## config.mk

```make
export PLATFORM = sky130hd
export DESIGN_NAME = reg_access_ctrl_flat
export DESIGN_NICKNAME = d
export VERILOG_FILES = /design/src/rtl/octa16_rf_pkg.sv /design/src/rtl/reg_access_ctrl_if.sv /design/src/rtl/reg_access_ctrl_rf_scoreboard.sv /design/src/rtl/reg_access_ctrl.sv /design/src/flat_wrapper.sv
export SDC_FILE = /design/constraint.sdc
export NUM_CORES = 1
export LEC_CHECK = 0
export ABC_CLOCK_PERIOD_IN_PS = 6810
export CAP_MARGIN = 20
export CORE_MARGIN = 10
export CORE_UTILIZATION = 40
export DETAILED_ROUTE_END_ITERATION = 8
export GPL_ROUTABILITY_DRIVEN = 0
export PLACE_DENSITY = 0.95
export SETUP_SLACK_MARGIN = 0.15
export SLEW_MARGIN = 20
export SYNTH_ARGS = -nofsm -noshare
export SYNTH_HDL_FRONTEND = slang
export SYNTH_SLANG_ARGS = --single-unit
```

## constraint.sdc

```tcl
create_clock -name clk -period 6.81 [get_ports clk]
set_clock_uncertainty 0.1 [all_clocks]
set_input_delay 1.0215 -clock clk [delete_from_list [all_inputs] [get_ports clk]]
set_output_delay 1.0215 -clock clk [all_outputs]
set_load 0.005 [all_outputs]
```

## src/rtl/octa16_rf_pkg.sv

```systemverilog
// Shared widths and the implemented-register range check for the register-file access path.
package octa16_rf_pkg;

  localparam int DATA_WIDTH = 8;
  localparam int ADDR_WIDTH = 6;
  localparam int NUM_REGS   = 4;

  // Callers zero-extend the address to 32 bits so any ADDR_WIDTH can share one helper.
  function automatic logic in_rng(input logic [31:0] addr, input int unsigned num_regs);
    return addr < num_regs;
  endfunction

endpackage

```

## src/rtl/reg_access_ctrl_if.sv

```systemverilog
// Decode request, execute operand, writeback and reg-file port signals of the access controller.
interface reg_access_ctrl_if #(
  parameter int DATA_WIDTH = octa16_rf_pkg::DATA_WIDTH,
  parameter int ADDR_WIDTH = octa16_rf_pkg::ADDR_WIDTH
);

  logic                  req_valid;
  logic                  req_ready;
  logic [ADDR_WIDTH-1:0] req_rs1;
  logic [ADDR_WIDTH-1:0] req_rs2;
  logic                  req_rs1_use;
  logic                  req_rs2_use;
  logic [ADDR_WIDTH-1:0] req_rd;
  logic                  req_rd_use;

  logic                  op_valid;
  logic                  op_ready;
  logic [DATA_WIDTH-1:0] op_a;
  logic [DATA_WIDTH-1:0] op_b;

  logic                  wb_valid;
  logic [ADDR_WIDTH-1:0] wb_addr;
  logic [DATA_WIDTH-1:0] wb_data;

  logic                  rf_rs1_en;
  logic                  rf_rs2_en;
  logic [ADDR_WIDTH-1:0] rf_rd_addr1;
  logic [ADDR_WIDTH-1:0] rf_rd_addr2;
  logic [DATA_WIDTH-1:0] rf_rd_data1;
  logic [DATA_WIDTH-1:0] rf_rd_data2;
  logic                  rf_wr_en;
  logic [ADDR_WIDTH-1:0] rf_wr_addr;
  logic [DATA_WIDTH-1:0] rf_wr_data;

  // slave: the access controller itself; master: decode/execute/writeback/reg-file side.
  modport slave (
    input  req_valid, req_rs1, req_rs2, req_rs1_use, req_rs2_use, req_rd, req_rd_use,
    output req_ready,
    output op_valid, op_a, op_b,
    input  op_ready,
    input  wb_valid, wb_addr, wb_data,
    output rf_rs1_en, rf_rs2_en, rf_rd_addr1, rf_rd_addr2,
    input  rf_rd_data1, rf_rd_data2,
    output rf_wr_en, rf_wr_addr, rf_wr_data
  );

  modport master (
    output req_valid, req_rs1, req_rs2, req_rs1_use, req_rs2_use, req_rd, req_rd_use,
    input  req_ready,
    input  op_valid, op_a, op_b,
    output op_ready,
    output wb_valid, wb_addr, wb_data,
    input  rf_rs1_en, rf_rs2_en, rf_rd_addr1, rf_rd_addr2,
    output rf_rd_data1, rf_rd_data2,
    input  rf_wr_en, rf_wr_addr, rf_wr_data
  );

endinterface

```

## src/rtl/reg_access_ctrl_rf_scoreboard.sv

```systemverilog
// Busy-bit scoreboard: one bit per implemented register, set at issue, cleared at writeback.
module rf_scoreboard
  import octa16_rf_pkg::*;
#(
  parameter int ADDR_WIDTH = octa16_rf_pkg::ADDR_WIDTH,
  parameter int NUM_REGS   = octa16_rf_pkg::NUM_REGS
) (
  input  logic                  clk,
  input  logic                  rst_n,
  input  logic                  set_en,
  input  logic [ADDR_WIDTH-1:0] set_addr,
  input  logic                  clr_en,
  input  logic [ADDR_WIDTH-1:0] clr_addr,
  input  logic [ADDR_WIDTH-1:0] rs1,
  input  logic                  rs1_use,
  input  logic [ADDR_WIDTH-1:0] rs2,
  input  logic                  rs2_use,
  input  logic [ADDR_WIDTH-1:0] rd,
  input  logic                  rd_use,
  output logic                  haz1,
  output logic                  haz2,
  output logic                  hazd
);

  logic [NUM_REGS-1:0] busy;

  function automatic logic busy_at(input logic [ADDR_WIDTH-1:0] a, input logic [NUM_REGS-1:0] v);
    logic hit;
    hit = 1'b0;
    for (int i = 0; i < NUM_REGS; i++) begin
      if (a == ADDR_WIDTH'(i)) hit = v[i];
    end
    return hit;
  endfunction

  // A writeback landing this cycle resolves the hazard, since its data is forwarded.
  function automatic logic hazard(input logic use_it, input logic [ADDR_WIDTH-1:0] a,
                                  input logic [NUM_REGS-1:0] v, input logic wb_hit);
    return use_it && in_rng(32'(a), NUM_REGS) && busy_at(a, v) && !wb_hit;
  endfunction

  always_comb begin
    haz1 = hazard(rs1_use, rs1, busy, clr_en && (clr_addr == rs1));
    haz2 = hazard(rs2_use, rs2, busy, clr_en && (clr_addr == rs2));
    hazd = hazard(rd_use,  rd,  busy, clr_en && (clr_addr == rd));
  end

  // Set is checked first so a same-cycle issue to a register being written back stays busy.
  always_ff @(posedge clk or negedge rst_n) begin
    if (!rst_n) begin
      busy <= '0;
    end else begin
      for (int i = 0; i < NUM_REGS; i++) begin
        if (set_en && set_addr == ADDR_WIDTH'(i)) begin
          busy[i] <= 1'b1;
        end else if (clr_en && clr_addr == ADDR_WIDTH'(i)) begin
          busy[i] <= 1'b0;
        end
      end
    end
  end

endmodule

```

## src/rtl/reg_access_ctrl.sv

```systemverilog
// Register-file access controller: operand read/forward, hazard stall and registered operand handoff.
module reg_access_ctrl
  import octa16_rf_pkg::*;
#(
  parameter int DATA_WIDTH = octa16_rf_pkg::DATA_WIDTH,
  parameter int ADDR_WIDTH = octa16_rf_pkg::ADDR_WIDTH,
  parameter int NUM_REGS   = octa16_rf_pkg::NUM_REGS
) (
  input  logic               clk,
  input  logic               rst_n,
  reg_access_ctrl_if.slave   bus
);

  logic                  rng1, rng2, rng_wb;
  logic                  fwd1, fwd2;
  logic                  haz1, haz2, hazd;
  logic                  ready_int;
  logic                  accept;
  logic [DATA_WIDTH-1:0] sel_a, sel_b;
  logic                  op_valid_q;
  logic [DATA_WIDTH-1:0] op_a_q, op_b_q;

  assign rng1   = in_rng(32'(bus.req_rs1), NUM_REGS);
  assign rng2   = in_rng(32'(bus.req_rs2), NUM_REGS);
  assign rng_wb = in_rng(32'(bus.wb_addr), NUM_REGS);

  assign fwd1 = bus.wb_valid && (bus.wb_addr == bus.req_rs1);
  assign fwd2 = bus.wb_valid && (bus.wb_addr == bus.req_rs2);

  always_comb begin
    sel_a = '0;
    sel_b = '0;
    if (bus.req_rs1_use && rng1) sel_a = fwd1 ? bus.wb_data : bus.rf_rd_data1;
    if (bus.req_rs2_use && rng2) sel_b = fwd2 ? bus.wb_data : bus.rf_rd_data2;
  end

  rf_scoreboard #(
    .ADDR_WIDTH (ADDR_WIDTH),
    .NUM_REGS   (NUM_REGS)
  ) u_scoreboard (
    .clk      (clk),
    .rst_n    (rst_n),
    .set_en   (accept && bus.req_rd_use),
    .set_addr (bus.req_rd),
    .clr_en   (bus.wb_valid && rng_wb),
    .clr_addr (bus.wb_addr),
    .rs1      (bus.req_rs1),
    .rs1_use  (bus.req_rs1_use),
    .rs2      (bus.req_rs2),
    .rs2_use  (bus.req_rs2_use),
    .rd       (bus.req_rd),
    .rd_use   (bus.req_rd_use),
    .haz1     (haz1),
    .haz2     (haz2),
    .hazd     (hazd)
  );

  // Held low during reset so decode never sees a handshake the flops are not able to take.
  assign ready_int     = rst_n && (!op_valid_q || bus.op_ready) && !haz1 && !haz2 && !hazd;
  assign accept        = bus.req_valid && ready_int;
  assign bus.req_ready = ready_int;

  assign bus.rf_rs1_en   = bus.req_valid && bus.req_rs1_use && rng1;
  assign bus.rf_rs2_en   = bus.req_valid && bus.req_rs2_use && rng2;
  assign bus.rf_rd_addr1 = bus.req_rs1;
  assign bus.rf_rd_addr2 = bus.req_rs2;

  assign bus.rf_wr_en   = bus.wb_valid && rng_wb;
  assign bus.rf_wr_addr = bus.wb_addr;
  assign bus.rf_wr_data = bus.wb_data;

  always_ff @(posedge clk or negedge rst_n) begin
    if (!rst_n) begin
      op_valid_q <= 1'b0;
      op_a_q     <= '0;
      op_b_q     <= '0;
    end else if (accept) begin
      op_valid_q <= 1'b1;
      op_a_q     <= sel_a;
      op_b_q     <= sel_b;
    end else if (bus.op_ready) begin
      op_valid_q <= 1'b0;
    end
  end

  assign bus.op_valid = op_valid_q;
  assign bus.op_a     = op_a_q;
  assign bus.op_b     = op_b_q;

endmodule
```

## src/flat_wrapper.sv

```systemverilog
// flat-port wrapper written by rule: the top's interface ports become plain ports
module reg_access_ctrl_flat import octa16_rf_pkg::*;
#(
  parameter int DATA_WIDTH = octa16_rf_pkg::DATA_WIDTH,
  parameter int ADDR_WIDTH = octa16_rf_pkg::ADDR_WIDTH,
  parameter int NUM_REGS   = octa16_rf_pkg::NUM_REGS
)
  (clk, rst_n, bus_req_valid, bus_req_rs1, bus_req_rs2, bus_req_rs1_use, bus_req_rs2_use, bus_req_rd, bus_req_rd_use, bus_req_ready, bus_op_valid, bus_op_a, bus_op_b, bus_op_ready, bus_wb_valid, bus_wb_addr, bus_wb_data, bus_rf_rs1_en, bus_rf_rs2_en, bus_rf_rd_addr1, bus_rf_rd_addr2, bus_rf_rd_data1, bus_rf_rd_data2, bus_rf_wr_en, bus_rf_wr_addr, bus_rf_wr_data);
  reg_access_ctrl_if #(.DATA_WIDTH(DATA_WIDTH), .ADDR_WIDTH(ADDR_WIDTH)) bus_i ();
  input  logic clk;
  input  logic rst_n;
  input wire logic [$bits(bus_i.req_valid)-1:0] bus_req_valid;
  input wire logic [$bits(bus_i.req_rs1)-1:0] bus_req_rs1;
  input wire logic [$bits(bus_i.req_rs2)-1:0] bus_req_rs2;
  input wire logic [$bits(bus_i.req_rs1_use)-1:0] bus_req_rs1_use;
  input wire logic [$bits(bus_i.req_rs2_use)-1:0] bus_req_rs2_use;
  input wire logic [$bits(bus_i.req_rd)-1:0] bus_req_rd;
  input wire logic [$bits(bus_i.req_rd_use)-1:0] bus_req_rd_use;
  output wire logic [$bits(bus_i.req_ready)-1:0] bus_req_ready;
  output wire logic [$bits(bus_i.op_valid)-1:0] bus_op_valid;
  output wire logic [$bits(bus_i.op_a)-1:0] bus_op_a;
  output wire logic [$bits(bus_i.op_b)-1:0] bus_op_b;
  input wire logic [$bits(bus_i.op_ready)-1:0] bus_op_ready;
  input wire logic [$bits(bus_i.wb_valid)-1:0] bus_wb_valid;
  input wire logic [$bits(bus_i.wb_addr)-1:0] bus_wb_addr;
  input wire logic [$bits(bus_i.wb_data)-1:0] bus_wb_data;
  output wire logic [$bits(bus_i.rf_rs1_en)-1:0] bus_rf_rs1_en;
  output wire logic [$bits(bus_i.rf_rs2_en)-1:0] bus_rf_rs2_en;
  output wire logic [$bits(bus_i.rf_rd_addr1)-1:0] bus_rf_rd_addr1;
  output wire logic [$bits(bus_i.rf_rd_addr2)-1:0] bus_rf_rd_addr2;
  input wire logic [$bits(bus_i.rf_rd_data1)-1:0] bus_rf_rd_data1;
  input wire logic [$bits(bus_i.rf_rd_data2)-1:0] bus_rf_rd_data2;
  output wire logic [$bits(bus_i.rf_wr_en)-1:0] bus_rf_wr_en;
  output wire logic [$bits(bus_i.rf_wr_addr)-1:0] bus_rf_wr_addr;
  output wire logic [$bits(bus_i.rf_wr_data)-1:0] bus_rf_wr_data;
  assign bus_i.req_valid = bus_req_valid;
  assign bus_i.req_rs1 = bus_req_rs1;
  assign bus_i.req_rs2 = bus_req_rs2;
  assign bus_i.req_rs1_use = bus_req_rs1_use;
  assign bus_i.req_rs2_use = bus_req_rs2_use;
  assign bus_i.req_rd = bus_req_rd;
  assign bus_i.req_rd_use = bus_req_rd_use;
  assign bus_req_ready = bus_i.req_ready;
  assign bus_op_valid = bus_i.op_valid;
  assign bus_op_a = bus_i.op_a;
  assign bus_op_b = bus_i.op_b;
  assign bus_i.op_ready = bus_op_ready;
  assign bus_i.wb_valid = bus_wb_valid;
  assign bus_i.wb_addr = bus_wb_addr;
  assign bus_i.wb_data = bus_wb_data;
  assign bus_rf_rs1_en = bus_i.rf_rs1_en;
  assign bus_rf_rs2_en = bus_i.rf_rs2_en;
  assign bus_rf_rd_addr1 = bus_i.rf_rd_addr1;
  assign bus_rf_rd_addr2 = bus_i.rf_rd_addr2;
  assign bus_i.rf_rd_data1 = bus_rf_rd_data1;
  assign bus_i.rf_rd_data2 = bus_rf_rd_data2;
  assign bus_rf_wr_en = bus_i.rf_wr_en;
  assign bus_rf_wr_addr = bus_i.rf_wr_addr;
  assign bus_rf_wr_data = bus_i.rf_wr_data;
  reg_access_ctrl #(.DATA_WIDTH(DATA_WIDTH), .ADDR_WIDTH(ADDR_WIDTH), .NUM_REGS(NUM_REGS)) u_core (.clk(clk), .rst_n(rst_n), .bus(bus_i));
endmodule
```

### After elaboration in Yosys (flattened, before gate mapping)

Index checks and enable logic that the tools add are counted.

| word-level totals | value |
|---|---|
| register bits after elaboration | 21 |
| input bits | 56 |
| word-level logic and storage cells | 102 |

| cells by class | value |
|---|---|
| magnitude comparators | 4 |
| equality and inequality tests | 15 |
| muxes and demuxes | 26 |
| reductions and logical operators | 50 |

Operator list:

| kind | number |
|---|---|
| 6-bit by 2-bit equality test with 1-bit output, second input constant | 8 |
| 1-bit logical AND | 33 |
| 8-bit two-way mux | 4 |
| 6-bit by 1-bit equality test with 1-bit output, second input constant | 4 |
| 6-bit zero test | 4 |
| 6-bit by 3-bit less-than comparator with 1-bit output, second input constant | 4 |
| 1-bit two-way mux | 22 |
| 6-bit equality test | 3 |
| 2-bit nonzero test | 5 |
| 1-bit zero test | 7 |
| 1-bit logical OR | 1 |

### Logic depth before layout (Yosys ltp)

| logic depth | value |
|---|---|
| word-level depth | 15 |
| mapped depth | 8 |
| mapped depth without buffers | 6 |

### Modules after synthesis

Synthesis repeated with hierarchy kept, for this count alone.

| unflattened totals | value |
|---|---|
| cells, all modules | 204 |
| area total of the unflattened synthesis | 1,955.6 µm² |

Modules (own cells, without submodules):

| module | times used | cells each | area an instance (µm²) |
|---|---|---|---|
| reg_access_ctrl | 1 | 149 | 1,413.9 |
| rf_scoreboard | 1 | 55 | 541.8 |

### Worst setup path before layout

No wires, ideal clock.

| timing path | value |
|---|---|
| path type | input to output |
| start | in bus_wb_addr[1] |
| end | out bus_req_ready |
| arrival | 2.418 ns |
| path slack | 3.271 ns |
| stages | 7 |
| path buffers | 3 |
| cell sequence | clkbuf_1 -> xnor2_1 -> nand4_1 -> o31a_1 -> buf_6 -> clkbuf_1 -> nor4_1 |

| on the way | value |
|---|---|
| longest elaborated chain between the ends | 9 |
| elaborated cells on any way between the ends | 20 |
| those cells by class | 1 x order compare; 3 x eq/ne; 16 x reduce/logical |

RTL lines:

| item | RTL line | source |
|---|---|---|
| start, declared | flat_wrapper.sv:25 | `input wire logic [$bits(bus_i.wb_addr)-1:0] bus_wb_addr;` |
| 6-bit by 3-bit less-than comparator with 1-bit output | octa16_rf_pkg.sv:10 | `return addr < num_regs;` |
| 1-bit logical AND | reg_access_ctrl.sv:45 | `.clr_en (bus.wb_valid && rng_wb),` |
| 1-bit logical AND | reg_access_ctrl_rf_scoreboard.sv:43 | `haz1 = hazard(rs1_use, rs1, busy, clr_en && (clr_addr == rs1));` |
| 1-bit zero test | reg_access_ctrl_rf_scoreboard.sv:39 | `return use_it && in_rng(32'(a), NUM_REGS) && busy_at(a, v) && !wb_hit;` |
| 1-bit logical AND | reg_access_ctrl_rf_scoreboard.sv:39 |  |
| 1-bit zero test | reg_access_ctrl.sv:59 | `assign ready_int = rst_n && (!op_valid_q \|\| bus.op_ready) && !haz1 && !haz2 && !hazd;` |
| 1-bit logical AND (2 in series) | reg_access_ctrl.sv:59 |  |
| 1-bit logical AND (*) | reg_access_ctrl.sv:59 |  |
| end, declared | flat_wrapper.sv:19 | `output wire logic [$bits(bus_i.req_ready)-1:0] bus_req_ready;` |

Mark *: on every way between the ends. The rest lies on a longest branch, timed or not.

### Final worst setup path

| timing path | value |
|---|---|
| start | in bus_wb_addr[2] |
| end | out bus_req_ready |

The elaborated chain is that of the path after synthesis.

==> impl_metrics.sql <==
INSERT INTO impl_metrics (metric_group, metric, value, unit) VALUES
('clocking', 'tritoncts', 'built', ''),
('global_route', 'grt_first_pass_wirelength', '9290', 'um'),
('floorplanning', 'die_x', '84.9', 'um'),
('global_route', 'track_usage', '15.4', '%'),
('routing', 'antenna_nets_post_route', '0', ''),
('floorplanning', 'chipHeight', '84.9', 'um'),
('clocking', 'clkTransAtPathRegs', '0.08', 'ns'),
('yosys', 'syn-instance-count', '173', ''),
('floorplanning', 'pin_count', '103', ''),
('cells_and_area', 'area_growth_syn_to_layout', '52.0', '%'),
('floorplanning', 'initial_core_util', '41.8', '%'),
('power_and_ir_drop', 'irDropWorstVdd', '85.5', 'uV'),
('global_route', 'initial_antenna_violation_count', '0', ''),
('setup_path', 'timing.critical_path.to_type', 'output port', ''),
('yosys', 'cell_type_contributing_the_most_total_cell_area_after_synthesis', 'sky130_fd_sc_hd__dfrtp_1', ''),
('timing', 'hold-worst-slack', '0.418', 'ns'),
('setup_path', 'ff2ff_path_depth', '5', ''),
('yosys', 'netlist.area_leader.share', '31.2', '%'),
('setup_path', 'critPathKind', 'in2out', ''),
('timing', 'hold_viol', '0', ''),
('setup_path', 'cpPeakStageDelay', '0.57', 'ns'),
('yosys', 'postSynthAreaPerCell', '9.73', 'um^2'),
('clocking', 'cts_root_buf', 'sky130_fd_sc_hd__clkbuf_8', ''),
('setup_path', 'critical_path_arrival', '3.62', 'ns'),
('timing', 'timing.final.crit_period', '4.74', 'ns'),
('clocking', 'cts_repair_resize_count', '0', ''),
('flow_run', 'maxCapViolations', '0', ''),
('cells_and_area', 'antenna-diode-count', '0', ''),
('timing', 'timing.max_slew.rel_slack', '40.3', '%'),
('timing', 'finalSetupViolCount', '0', ''),
('global_route', 'largest_net_degree_at_the_start_of_global_routing', '24', ''),
('routing', 'post_drt_wl_per_cell', '20.1', 'um'),
('routing', 'num_vias', '1645', ''),
('place', 'detailed_place_hpwl', '4830', 'um'),
('status', 'outcome', 'finished clean', ''),
('cells_and_area', 'layout-drive-gt1-share', '4.53', '%'),
('place', 'dp_worst_setup_slack', '2.08', 'ns'),
('setup_path', 'critPathRequiredTime', '5.69', 'ns'),
('min_path', 'worst_hold_startpoint', 'u_core.bus.op_b[0]', ''),
('routing', 'drc', '0', ''),
('setup_path', 'critical_path_buf_inv_count', '3', ''),
('yosys', 'synth.yosys.warnings', '0', ''),
('timing', 'grt_setup_unrepaired', 'false', ''),
('min_path', 'timing.hold.worst.class', 'reg2reg', ''),
('setup_path', 'cp_cell_sequence', 'clkdlybuf4s50_1 -> nor4_1 -> nand2_1 -> inv_1 -> a41oi_2 -> nor4_1 -> clkdlybuf4s50_1', ''),
('routing', 'vias_per_cell', '5.61', ''),
('floorplanning', 'floorplan.die_area', '7200', 'um^2'),
('setup_path', 'critical-path-top-delay-family', 'buffers and inverters', ''),
('setup_path', 'rr_startpoint', 'u_core.u_scoreboard.busy[0]', ''),
('power_and_ir_drop', 'design_power_total', '0.000311', 'W'),
('yosys', 'postSynth.topFlopCell', 'sky130_fd_sc_hd__dfrtp_1', ''),
('yosys', 'synth_edf_count', '0', ''),
('setup_path', 'reg2reg_to', 'u_core.bus.op_a[0]', ''),
('setup_path', 'setup_slack_of_the_most_critical_reg_to_reg_path', '4.22', 'ns'),
('setup_path', 'critPathSlowestCell', 'sky130_fd_sc_hd__clkdlybuf4s50_1', ''),
('yosys', 'cell_area_after_synthesis', '1680', 'um^2'),
('floorplanning', 'fp_rows', '23', ''),
('routing', 'routed_wl', '5890', 'um'),
('yosys', 'synth_area_leaders', 'sky130_fd_sc_hd__dfrtp_1, sky130_fd_sc_hd__buf_4, sky130_fd_sc_hd__mux2i_1', ''),
('setup_path', 'cp-start-kind', 'primary input', ''),
('cells_and_area', 'fin_util', '63.5', '%'),
('routing', 'drt_iter0_drc', '71', ''),
('cells_and_area', 'finish.net_count', '300', ''),
('clocking', 'holdBufCountCts', '0', ''),
('global_route', 'global_route.overflow_total', '0', ''),
('min_path', 'holdPathStages', '2', ''),
('yosys', 'yosysMostFrequentCell', 'sky130_fd_sc_hd__buf_4', ''),
('timing', 'worst_slack', '2.07', 'ns'),
('clocking', 'clock_tree.htree_level_count', '1', ''),
('clocking', 'cts.sinks', '21', ''),
('yosys', 'synth-seq-cells', '21', '');
[sequential cells by signal (all words and copies together) (netlist names)]
register                  cells
u_core.bus.op_valid           1
u_core.u_scoreboard.busy      4
u_core.bus.op_a               8
u_core.bus.op_b               8
[stage by stage]
step,area [um^2],cells
CTS,2560,293
global placement,2520,289
global route,2560,293
floorplan,1680,173
detailed placement,2520,289
finish,2560,293
[routing by layer]
layer / vias up / GRT usage (%) / part of all wire, %
li1: 777 / - / -
met4: 0 / 2.40 / 0.41
met3: 4 / 7.93 / 12
met5: - / 0 / 0
met1: 767 / 16.5 / 39
met2: 97 / 26.8 / 48
[cell type report]
cell class / count / area, um^2
clock buffers: 3 / 41.3
well taps: 50 / 62.6
flip-flops and latches: 21 / 526
clock inverters: 1 / 5.00
repair buffers: 102 / 1020
multi-input cells: 114 / 901
inverters: 2 / 7.51
fillers: 349 / 1470
[cells in the final DEF (no fill, tap or decap), types with 2 or more instances in the layout]
cell / netlist / layout
sky130_fd_sc_hd__o31ai_1: 17 / 17
sky130_fd_sc_hd__nand3b_1: 2 / 2
sky130_fd_sc_hd__xnor2_1: 6 / 6
sky130_fd_sc_hd__nand2b_1: 2 / 2
sky130_fd_sc_hd__xor2_1: 10 / 10
sky130_fd_sc_hd__nor4_1: 5 / 5
sky130_fd_sc_hd__mux4_2: 3 / 3
sky130_fd_sc_hd__o41ai_1: 17 / 17
sky130_fd_sc_hd__o21ai_0: 6 / 6
sky130_fd_sc_hd__nand2_1: 9 / 9
sky130_fd_sc_hd__clkbuf_8: 0 / 3
sky130_fd_sc_hd__inv_1: 2 / 2
sky130_fd_sc_hd__nor2_1: 6 / 6
sky130_fd_sc_hd__nand3_1: 5 / 5
sky130_fd_sc_hd__mux2i_1: 16 / 16
sky130_fd_sc_hd__dfrtp_1: 21 / 21
sky130_fd_sc_hd__clkdlybuf4s50_1: 0 / 101
sky130_fd_sc_hd__nor3_1: 2 / 2
[logic make-up (layout without fill, tap and decap cells)]
group | Yosys count | after routing | synth area share, %
and+or+nand+nor | 36 | 36 | 11.2
muxes | 19 | 19 | 13.5
xor gates and xnor gates | 16 | 16 | 8.33
buffers and inverters | 38 | 108 | 15.6
DFF | 21 | 21 | 31.2
AOI/OAI and AO/OA | 43 | 43 | 20.1
[worst register-to-register path, cell delays in order (launching register included)]
cell and delay (ns):
sky130_fd_sc_hd__dfrtp_1 0.42, sky130_fd_sc_hd__mux4_2 0.46, sky130_fd_sc_hd__and3_1 0.20, sky130_fd_sc_hd__o31a_1 0.29
sky130_fd_sc_hd__or4_4 0.75, sky130_fd_sc_hd__o31ai_1 0.29
[worst max path at each step]
stage,from,to,slack (ns),depth (start not counted)
floorplan,bus_wb_addr[1],bus_req_ready,3.27,7
global placement,bus_wb_addr[2],bus_req_ready,2.12,7
detailed placement,bus_wb_addr[2],bus_req_ready,2.08,7
CTS,bus_wb_addr[2],bus_req_ready,2.08,7
global route,bus_wb_addr[2],bus_req_ready,1.82,7
finish,bus_wb_addr[2],bus_req_ready,2.07,7
[power breakdown]
group          internal [W]   total, W  leakage (nW)  switching, W
combinational     0.0000595  0.0000985         0.621     0.0000390
clock             0.0000407  0.0000813        0.0255     0.0000406
sequential         0.000129   0.000132         0.290    0.00000304
total              0.000229   0.000311         0.936     0.0000827
Power figures use the tool's default switching activity.
